<file path="src/rtl/ccw_busy_responder.sv">
// CCW busy responder: replies to each valid command control word after a fixed gap,
// reporting busy/ready, and counts consecutive busy replies within a repeat window.
`ifndef CLK_FREQ
`define CLK_FREQ 50_000_000
`endif

module ccw_busy_responder #(
   parameter int REPLY_GAP_TICKS = 4,
   parameter int WINDOW_TICKS    = ((`CLK_FREQ) / 8) - 1
) (
   input  logic        clk,
   input  logic        n_rst,
   input  logic        ccw_valid,
   input  logic [15:0] ccw_word,
   input  logic        ccw_err,
   input  logic        dev_busy,
   output logic        reply_req,
   output logic        reply_busy,
   output logic        ccw_accepted,
   output logic [15:0] ccw_out,
   output logic [1:0]  busy_cnt,
   output logic        ccw_overrun
);

   localparam int GW = (REPLY_GAP_TICKS > 1) ? $clog2(REPLY_GAP_TICKS) : 1;
   localparam logic [GW-1:0] GAP_LAST = GW'(REPLY_GAP_TICKS - 1);
   localparam logic [23:0]   WIN_LAST = 24'(WINDOW_TICKS);

   typedef enum logic [1:0] {IDLE, GAP, REPLY} state_t;

   state_t        state_q, state_d;
   logic [GW-1:0] gap_cnt;
   logic [23:0]   win_cnt;
   logic [15:0]   word_q;
   logic          decision_q;
   logic          take_ccw;

   assign take_ccw = (state_q == IDLE) && ccw_valid && !ccw_err;

   // NOTE: every output of this block gets a default first, so no path can infer a latch.
   always_comb begin
      state_d      = state_q;
      reply_req    = 1'b0;
      reply_busy   = 1'b0;
      ccw_accepted = 1'b0;
      case (state_q)
         IDLE:    if (take_ccw) state_d = GAP;
         GAP:     if (gap_cnt == GAP_LAST) state_d = REPLY;
         REPLY: begin
            reply_req    = 1'b1;
            reply_busy   = decision_q;
            ccw_accepted = !decision_q;
            state_d      = IDLE;
         end
         default: state_d = IDLE;
      endcase
   end

   // NOTE: sequential state uses non-blocking assignments so every register samples pre-edge values.
   always_ff @(posedge clk or negedge n_rst) begin
      if (!n_rst) begin
         state_q     <= IDLE;
         gap_cnt     <= '0;
         win_cnt     <= '0;
         word_q      <= '0;
         decision_q  <= 1'b0;
         ccw_out     <= '0;
         busy_cnt    <= '0;
         ccw_overrun <= 1'b0;
      end else begin
         state_q <= state_d;

         // Word and busy decision are frozen at receipt; later dev_busy changes are ignored.
         if (take_ccw) begin
            word_q     <= ccw_word;
            decision_q <= dev_busy;
            gap_cnt    <= '0;
         end else if (state_q == GAP) begin
            gap_cnt <= gap_cnt + 1'b1;
         end

         if (ccw_valid && (state_q != IDLE))
            ccw_overrun <= 1'b1;

         if (ccw_accepted) begin
            ccw_out  <= word_q;
            busy_cnt <= 2'd0;
            win_cnt  <= '0;
         end else if (reply_busy) begin
            // A busy reply landing on window expiry starts a fresh window at count 1.
            win_cnt <= '0;
            if ((busy_cnt != 2'd0) && (win_cnt == WIN_LAST))
               busy_cnt <= 2'd1;
            else if (busy_cnt != 2'd3)
               busy_cnt <= busy_cnt + 2'd1;
         end else if (busy_cnt != 2'd0) begin
            if (win_cnt == WIN_LAST) begin
               busy_cnt <= 2'd0;
               win_cnt  <= '0;
            end else begin
               win_cnt <= win_cnt + 24'd1;
            end
         end
      end
   end

endmodule

</file>
<file path="config.mk">
export PLATFORM = sky130hd
export DESIGN_NAME = ccw_busy_responder
export DESIGN_NICKNAME = d
export VERILOG_FILES = /design/src/rtl/ccw_busy_responder.sv
export SDC_FILE = /design/constraint.sdc
export NUM_CORES = 1
export LEC_CHECK = 0
export ABC_AREA = 1
export BUFFER_PORTS_ARGS = -buffer_cell sky130_fd_sc_hd__clkbuf_2
export CAP_MARGIN = 10
export CORE_ASPECT_RATIO = 1.2
export CORE_MARGIN = 2
export CORE_UTILIZATION = 57
export CTS_CLUSTER_DIAMETER = 200
export DETAILED_ROUTE_END_ITERATION = 10
export PLACE_DENSITY = 0.79
export SLEW_MARGIN = 20
export SYNTH_ARGS = -nofsm -noshare
export SYNTH_HDL_FRONTEND = slang
export SYNTH_SLANG_ARGS = --single-unit
</file>
<file path="constraint.sdc">
create_clock -name clk -period 1.85 [get_ports clk]
set_clock_uncertainty 0.15 [all_clocks]
set_input_delay 0.37 -clock clk [delete_from_list [all_inputs] [get_ports clk]]
set_output_delay 0.37 -clock clk [all_outputs]
set_load 0.02 [all_outputs]
</file>
# Word level (Yosys, flattened, before mapping)
# Cells that the tools add are included.
[op_classes] add_sub_neg=3 multipliers=0 div_mod_pow=0 order_cmp=0 n_eq_ne=8 shift=0 mux=18 bitwise=0 reduce_logical=14
[ops] operator="2-to-1 mux 24 bit" count=4
[ops] operator="adder 24 x 1 -> 24 bit, second input constant" count=1
[ops] operator="== test 24 x 23 -> 1 bit, second input constant" count=1
[ops] operator="2-to-1 mux 2 bit" count=10
[ops] operator="inequality test 2 bit, second input constant" count=3
[ops] operator="nonzero test 2 bit" count=3
[ops] operator="nonzero test 3 bit" count=2
[ops] operator="adder 2 x 1 -> 2 bit, second input constant" count=2
[ops] operator="== test 2 bit, second input constant" count=2
[ops] operator="logical AND 1 bit" count=4
[ops] operator="inequality test 4 x 1 -> 1 bit, second input constant" count=1
[ops] operator="case mux 2 bit (2 select lines)" count=1
[ops] operator="2-to-1 mux 1 bit" count=3
[ops] operator="AND reduction 3 bit" count=1
[ops] operator="== test 2 x 1 -> 1 bit, second input constant" count=1
[ops] operator="logical NOT 1 bit" count=2
[ops] operator="logical NOT 2 bit" count=1
[ops] operator="AND reduction 2 bit" count=1
[word_totals] reg_bits=64 latch_bits=0 mem_bits_rw=0 romBits=0 word_cells=51 n_memories=0

# Logic depth before layout (Yosys ltp)
# Gate-level depths: netlist of run 1.
[depth] depth_word=5 depth_mapped=10 depth_no_buf=10

# Worst setup path before layout of run 1
# Ideal clock, no wire load.
[synth_timing] path_type="register -> register" from="register busy_cnt[0]" to="register win_cnt[20]" setup_time_ns=0.114 t_arrival_ns=1.429 required_ns=1.586 path_slack_ns=0.157 stages_incl_launch_ff=11 path_buffers=0 cell_sequence="dfrtp_1 > inv_1 > ha_1 > nand2_2 > nand2_1 > nor2_2 > nand2_1 > nor2_2 > nand2_1 > nand2_1 > nor2_1"
[synth_between] elab_chain_cells=2
[synth_lines] element="start: declaration" line_no="21" rtl="output logic [1:0] busy_cnt,"
[synth_lines] element="start signal: assignment" line_no="95" rtl="busy_cnt <= busy_cnt + 2'd1;"
[synth_lines] element="nonzero test 2 bit" line_no="96" rtl="end else if (busy_cnt != 2'd0) begin"
[synth_lines] element="nonzero test 3 bit (no line)"
[synth_lines] element="end signal: assignment" line_no="101" rtl="win_cnt <= win_cnt + 24'd1;"
[synth_lines] element="end: declaration" line_no="33" rtl="logic [23:0] win_cnt;"
# Every way passes these cells.
# A chain may end at the register's enable or synchronous reset.

# Worst setup path after layout of run 1
[layout_timing] from="register win_cnt[0]" to="register win_cnt[16]"
[layout_between] elab_chain_cells=5 word_cells_on_any_way=6
[layout_lines] element="adder 24 x 1 -> 24 bit / == test 24 x 23 -> 1 bit (equally long branches)" line_no="101, 97"
[layout_lines] element="2-to-1 mux 24 bit *" line_no="97" rtl="if (win_cnt == WIN_LAST) begin"
[layout_lines] element="2-to-1 mux 24 bit *" line_no="96"
[layout_lines] element="2-to-1 mux 24 bit *" line_no="89" rtl="end else if (reply_busy) begin"
[layout_lines] element="2-to-1 mux 24 bit *" line_no="85" rtl="if (ccw_accepted) begin"
# Mark *: on every way between the ends. The rest lies on a longest branch, timed or not. The select of a mux whose other input is x is not followed.

==> impl_metrics.json, run 1 <==
{
  "crit_fanout": 5,
  "crit_type": "reg -> reg",
  "fp.dieW_um": 71.9,
  "vias_per_cell": 5.13,
  "fmax_mhz": 549,
  "final_max_slew_viol_count": 0,
  "r2r-start": "win_cnt[0]",
  "h-tree-depth": 3,
  "dr.pass1.iters": 4,
  "power.share.switching_pct": 34.9,
  "yosysWarnings": 0,
  "port_buffers": 42,
  "worst_pin_slew_ns": 0.412,
  "status": "finished clean",
  "grt_overflow": 0,
  "hp-start": "ccw_word[8]",
  "finalSetupViolCount": 0,
  "post-route-util_pct": 73.2,
  "synth_nets": 427,
  "nNetsFinal": 493,
  "cts_inserted_buffers": 9,
  "vias": 2743,
  "syn_area_um2": 3150,
  "slew_headroom_pct": 72.4,
  "start_util_pct": 59.5,
  "synth_largest_area_cell": "dfrtp_1",
  "design.die.area_um2": 6140,
  "post_drt_wl_per_cell_um": 12.9,
  "seq_area_um2": 1600,
  "p_leak_uw": 0.00199,
  "clockPowerShare_pct": 29.9,
  "fillers": 386,
  "num_io_pins": 43,
  "fin_crit_sh_pct": 98.4,
  "hpwl_mm": 4.58,
  "wl_mm": 6.90,
  "grt_first_pass_wirelength_mm": 11.7,
  "ys_types": 31,
  "start_kind": "flop",
  "final_area_um2": 3880,
  "hold_violations": 0,
  "synth.avg_cell_area_um2": 7.84,
  "fin_crit_ns": 1.82,
  "intPower_uw": 3280,
  "drt_iter0_markers": 166,
  "seq_area_frac_synth_pct": 50.8,
  "netlist.area_leader.share_pct": 50.8,
  "clkSlewWorstSetupHoldPaths_ns": 0.07,
  "grt_max_degree": 65,
  "vdd.ir_drop.worst_mv": 0.922,
  "hp-class": "in -> reg",
  "diodes": 0,
  "p_comb_share_pct": 28.5,
  "switchingPower_uw": 1760,
  "cts_tree": "yes",
  "insertion_delay_ns": 0.35,
  "post_dp_cell_area_um2": 3470,
  "cap_viol_max_count": 0,
  "fp.dieH_um": 85.5,
  "cts_root_buffer": "clkbuf_8",
  "postRouteAntennaNets": 0,
  "place.gp.congestion": 0.885,
  "required_ns": 1.94,
  "layout-drive-gt1-share_pct": 22.4,
  "row_count": 29,
  "multiInputGateArea_um2": 1370,
  "synth.area.top_cells": "dfrtp_1 51%, nand2_1 18%, nor2_1 5.8%, inv_1 5.2%, nand3_1 3.2%",
  "arrival_ns": 1.91,
  "grt_usage_pct": 24.2,
  "drcViolationCount": 0,
  "power.density_nw_per_um2": 1300,
  "grt_pass1_vias": 2740,
  "crit_start": "win_cnt[0]",
  "cp-end-kind": "flop",
  "clockBufferDepth": 2,
  "area_delta_synth_final_pct": 23.1,
  "cts_sinks": 64,
  "antenna_found_initial": 0,
  "rsz0062_at_grt": "true",
  "seq_power_share_pct": 41.6,
  "synthCells": 402,
  "ys_ff_latch": 64,
  "core_region_area_um2": 5300
}
## metrics by stage
step / hold WS, ns / power [µW] / TNS, ns / cells / setup WS, ns
final: 0.0641 / 5040 / 0 / 535 / 0.0290
after global routing: 0.0728 / 5360 / -0.314 / 535 / -0.0830
after CTS: 0.0579 / 4950 / 0 / 524 / 0.000486
after detailed placement: 0.263 / 3420 / 0 / 507 / 0.0731
after global placement: 0.265 / 3340 / 0 / 507 / 0.132
after floorplan: -0.0756 / 2980 / 0 / 402 / 0.157
## power by group through the flow
stage / clock network, µW / logic [µW] / registers, µW
floorplan: 0 / 759 / 2220
global placement: 0 / 1270 / 2070
detailed placement: 0 / 1320 / 2090
CTS: 1530 / 1340 / 2080
global route: 1580 / 1640 / 2140
finish: 1510 / 1440 / 2090
## cells in the final DEF (no fill, tap or decap), drive strengths merged, types with 2 or more instances in the layout
cell    Yosys  final
nand2     152    152
dfrtp      64     64
nor2       61     61
clkbuf      0     51
inv        47     48
nand3      22     22
buf         7     20
o21ai      12     12
xor2        8      8
nand4       6      6
a21oi       6      6
nor3        5      5
ha          4      4
bufinv      0      3
and2        2      2
## final timing paths
check | to | slack (ns) | cells after the start
max | win_cnt[16] | 0.03 | 9
min | word_q[8] | 0.06 | 3
max reg2reg | win_cnt[16] | 0.03 | 9
min reg2reg | word_q[5] | 0.32 | 2
max in group asynchronous | state_q[1] | 0.85 | 3
min in group asynchronous | win_cnt[21] | 0.42 | 3
## routing by layer
layer	global-route usage, %	wire [µm]	vias up	share of wire [%]
li1	-	-	1364	-
met1	28.3	2830	1279	41
met2	42.6	3570	83	52
met3	5.23	359	17	5.2
met4	10.3	146	0	2.1
met5	0	0	-	0
## registers in the layout, indices dropped and copies added (netlist names)
register,count
ccw_overrun,1
win_cnt,24
word_q,16
gap_cnt,2
ccw_out,16
state_q,2
busy_cnt,2
decision_q,1
## critical path: stages (launching register included)
cell	delay, ns
dfrtp_1	0.39
ha_2	0.21
inv_1	0.05
nor2_2	0.11
nand2_1	0.07
nor2_1	0.18
nand3_2	0.17
buf_4	0.20
nand3_1	0.11
a21oi_2	0.07
## kinds of logic after synthesis
group | share of synthesized area [%]
fa+ha+maj | 1.59
buf+inv | 6.91
xor+xnor | 2.50
flops | 50.8
compound gates | 3.89
simple gates | 34.3
## cell usage after synthesis
cell	count
nand2_4	2
a21oi_1	5
nand3_4	1
and2_1	2
a31oi_1	1
o21a_1	1
nand2_1	148
xor2_1	8
nor3_1	3
nor3_2	1
nor3_4	1
ha_1	4
inv_2	3
o21ai_1	1
o21bai_1	1
nor2_1	49
dfrtp_1	64
buf_6	1
nand3_1	20
nor2_2	11
buf_2	6
nor3b_1	1
o21ai_0	11
inv_1	44
nor2_4	1
nand2_2	2
xnor2_1	1
nand3_2	1
o211ai_1	1
a21oi_2	1
nand4_1	6
## final cells by class
class                      instances  area share (%)
sequential                        64            41.3
timing repair buffer              62            10.4
tap                               62            2.00
inverter                          47            4.55
clock inverter                     6            2.97
multi-input combinational        284            35.2
clock buffer                      10            3.55
## what timing repair did
action                                  4_1_cts  5_1_grt
gates resized for setup                       5       10
pin swaps                                     0        4
hold buffers                                  1        0
endpoints found under the setup margin        2       24
endpoints found under the hold margin        64        0
setup buffers                                 0       11
Power figures use the tool's default switching activity.
==> run 2: changes to the inputs <==
--- a/config.mk
+++ b/config.mk
@@ -9,7 +9,7 @@
 export BUFFER_PORTS_ARGS = -buffer_cell sky130_fd_sc_hd__clkbuf_2
 export CAP_MARGIN = 10
 export CORE_ASPECT_RATIO = 1.2
-export CORE_MARGIN = 2
+export CORE_MARGIN = 1.5
 export CORE_UTILIZATION = 57
 export CTS_CLUSTER_DIAMETER = 200
 export DETAILED_ROUTE_END_ITERATION = 10
==> constraint.sdc (replaced) <==
create_clock -name clk -period 1.8 [get_ports clk]
set_clock_uncertainty 0.15 [all_clocks]
set_input_delay 0.36 -clock clk [delete_from_list [all_inputs] [get_ports clk]]
set_output_delay 0.36 -clock clk [all_outputs]
set_load 0.02 [all_outputs]
==> run 2 against run 1 <==
  * Clock power shrank 17%
  * Clock-buffer cell count is 1 higher
  * Sequential share of layout area rose by 0.38 points
  * Critical path depth is 4 lower
  * Setup slack better by 0.00094 ns
  * Critical path type is now reg -> out
  * Highest routed layer unchanged
==> impl_metrics.json, run 2 (same netlist as run 1, synthesis figures left out) <==
{
  "crit_chain": "inv_2 > nor2_4 > nand2_1 > inv_2 > buf_8",
  "grt_usage_pct": 25.2,
  "final_common_cell": "nand2_1",
  "fp.dieW_um": 70.9,
  "cp-end-kind": "output pin",
  "vdd.ir_drop.worst_mv": 0.967,
  "fin_crit_ns": 1.77,
  "crit_buf_inv": 3,
  "holdWs_ns": 0.0505,
  "slew_headroom_pct": 68.3,
  "crit_fanout": 4,
  "holdPathStages": 3,
  "post_drt_wl_per_cell_um": 12.9,
  "vias": 2730,
  "worst_pin_slew_ns": 0.475,
  "rsz0062_at_grt": "true",
  "h-tree-depth": 3,
  "num_io_pins": 43,
  "status": "finished clean",
  "largestRegisters": "win_cnt x24, ccw_out x16, word_q x16",
  "crit_path_frequent_cell": "inv_2",
  "fp.dieH_um": 84.5,
  "wl_mm": 6.89,
  "arrival_ns": 1.26,
  "drt_iter0_markers": 143,
  "largest_reg_flops": 24,
  "area_delta_synth_final_pct": 22.1,
  "top_register": "win_cnt",
  "row_count": 29,
  "start_util_pct": 59.5,
  "cts_sinks": 64,
  "dr.pass1.iters": 4,
  "cap_viol_max_count": 0,
  "p_leak_uw": 0.00197,
  "hpwl_mm": 4.60,
  "rr_endpoint": "win_cnt[20]",
  "core_region_area_um2": 5300,
  "insertion_delay_ns": 0.35,
  "r2r_setup_slack_ns": 0.04,
  "r2r-start": "win_cnt[0]",
  "cts_root_buffer": "clkbuf_8",
  "vias_per_cell": 5.11,
  "design.die.area_um2": 5990,
  "port_buffers": 42,
  "start_kind": "flop",
  "diodes": 0,
  "reg2reg_depth": 10,
  "hp-start": "ccw_word[8]",
  "nNetsFinal": 492,
  "finalSetupViolCount": 0,
  "grt_pass1_vias": 2765,
  "final_max_slew_viol_count": 0,
  "cts_tree": "yes",
  "power.density_nw_per_um2": 1280,
  "fillers": 394,
  "required_ns": 1.29,
  "hold_violations": 0,
  "grt_overflow": 0,
  "grt_max_degree": 65,
  "most-common-layout-cells": "146 x nand2_1, 62 x dfrtp_1, 49 x nor2_1",
  "antenna_found_initial": 0,
  "fin_crit_sh_pct": 98.3,
  "max_stage_delay_ns": 0.45,
  "place.gp.congestion": 0.882,
  "grt_first_pass_wirelength_mm": 11.9,
  "clockBufferDepth": 2,
  "fin_setup_tns_ns": 0,
  "hp-class": "in -> reg",
  "cts_inserted_buffers": 9,
  "crit_type": "reg -> out",
  "fmax_mhz": 565,
  "clkSlewWorstSetupHoldPaths_ns": 0.07,
  "post-route-util_pct": 72.6,
  "drcViolationCount": 0,
  "postRouteAntennaNets": 0,
  "layout-drive-gt1-share_pct": 22.7,
  "slowest_stage": "dfrtp_2",
  "cpLargestDelayFamily": "flip-flops",
  "whs_endpoint": "word_q[8]"
}
[run 2: changes by cell type in the layout (fill, tap and decap cells not counted), moves of 2 or more]
cell / change
clkinv_2: +2
nor2_2: -2
inv_2: -2
nand2_1: -2
bufinv_16: -2
buf_8: +2
nand2_2: +2
nor2_4: +2
[run 2: tightest hold or removal path, delay by kind of cell]
family	cells	cell delay (ns)
buf+inv	1	0.08
simple gates	2	0.09
[run 2: layout make-up]
| class | instances | area (µm²) | share of cell area, % |
|---|---|---|---|
| clock inverter | 5 | 56.3 | 1.46 |
| multi-input combinational | 284 | 1390 | 36.1 |
| tap | 62 | 77.6 | 2.02 |
| sequential | 64 | 1600 | 41.7 |
| inverter | 47 | 179 | 4.65 |
| clock buffer | 11 | 141 | 3.67 |
| timing repair buffer | 61 | 400 | 10.4 |
[run 2: report_power, final]
part | internal [µW] | switching [µW]
sequential | 1860 | 293
combinational | 574 | 949
clock | 675 | 581
total | 3110 | 1820
[run 2: metal layers]
metal  global-route usage (%)  wire length (µm)
met1                     29.3              2900
met2                     44.6              3600
met3                     4.92               243
met4                     11.3               152
met5                        0                 0
[run 2: what timing repair did]
action / 4_1_cts / 5_1_grt
hold buffers: 1 / 0
pin swaps: 1 / 9
endpoints found under the setup margin: 2 / 22
gates cloned: 0 / 0
endpoints found under the hold margin: 64 / 0
setup buffers: 1 / 7
gates resized for setup: 7 / 15
[run 2: per-stage QoR]
| step | cells | total power [µW] | setup WS, ns | area (µm²) |
|---|---|---|---|---|
| global placement | 509 | 3450 | 0.154 | 3500 |
| finish | 534 | 4930 | 0.0300 | 3850 |
| CTS | 527 | 4810 | -0.0192 | 3740 |
| detailed placement | 509 | 3530 | 0.0760 | 3500 |
| global route | 534 | 5230 | -0.119 | 3850 |
| floorplan | 402 | 3060 | 0.107 | 3150 |
[run 2: worst max path at each step]
stage / startpoint / to / slack, ns / cells after the start
after floorplan: busy_cnt[0] / win_cnt[20] / 0.11 / 10
after global placement: busy_cnt[1] / win_cnt[20] / 0.15 / 10
after detailed placement: busy_cnt[1] / win_cnt[20] / 0.08 / 10
after CTS: state_q[0] / ccw_accepted / -0.02 / 4
after global routing: win_cnt[1] / win_cnt[20] / -0.12 / 10
final: state_q[1] / reply_busy / 0.03 / 5
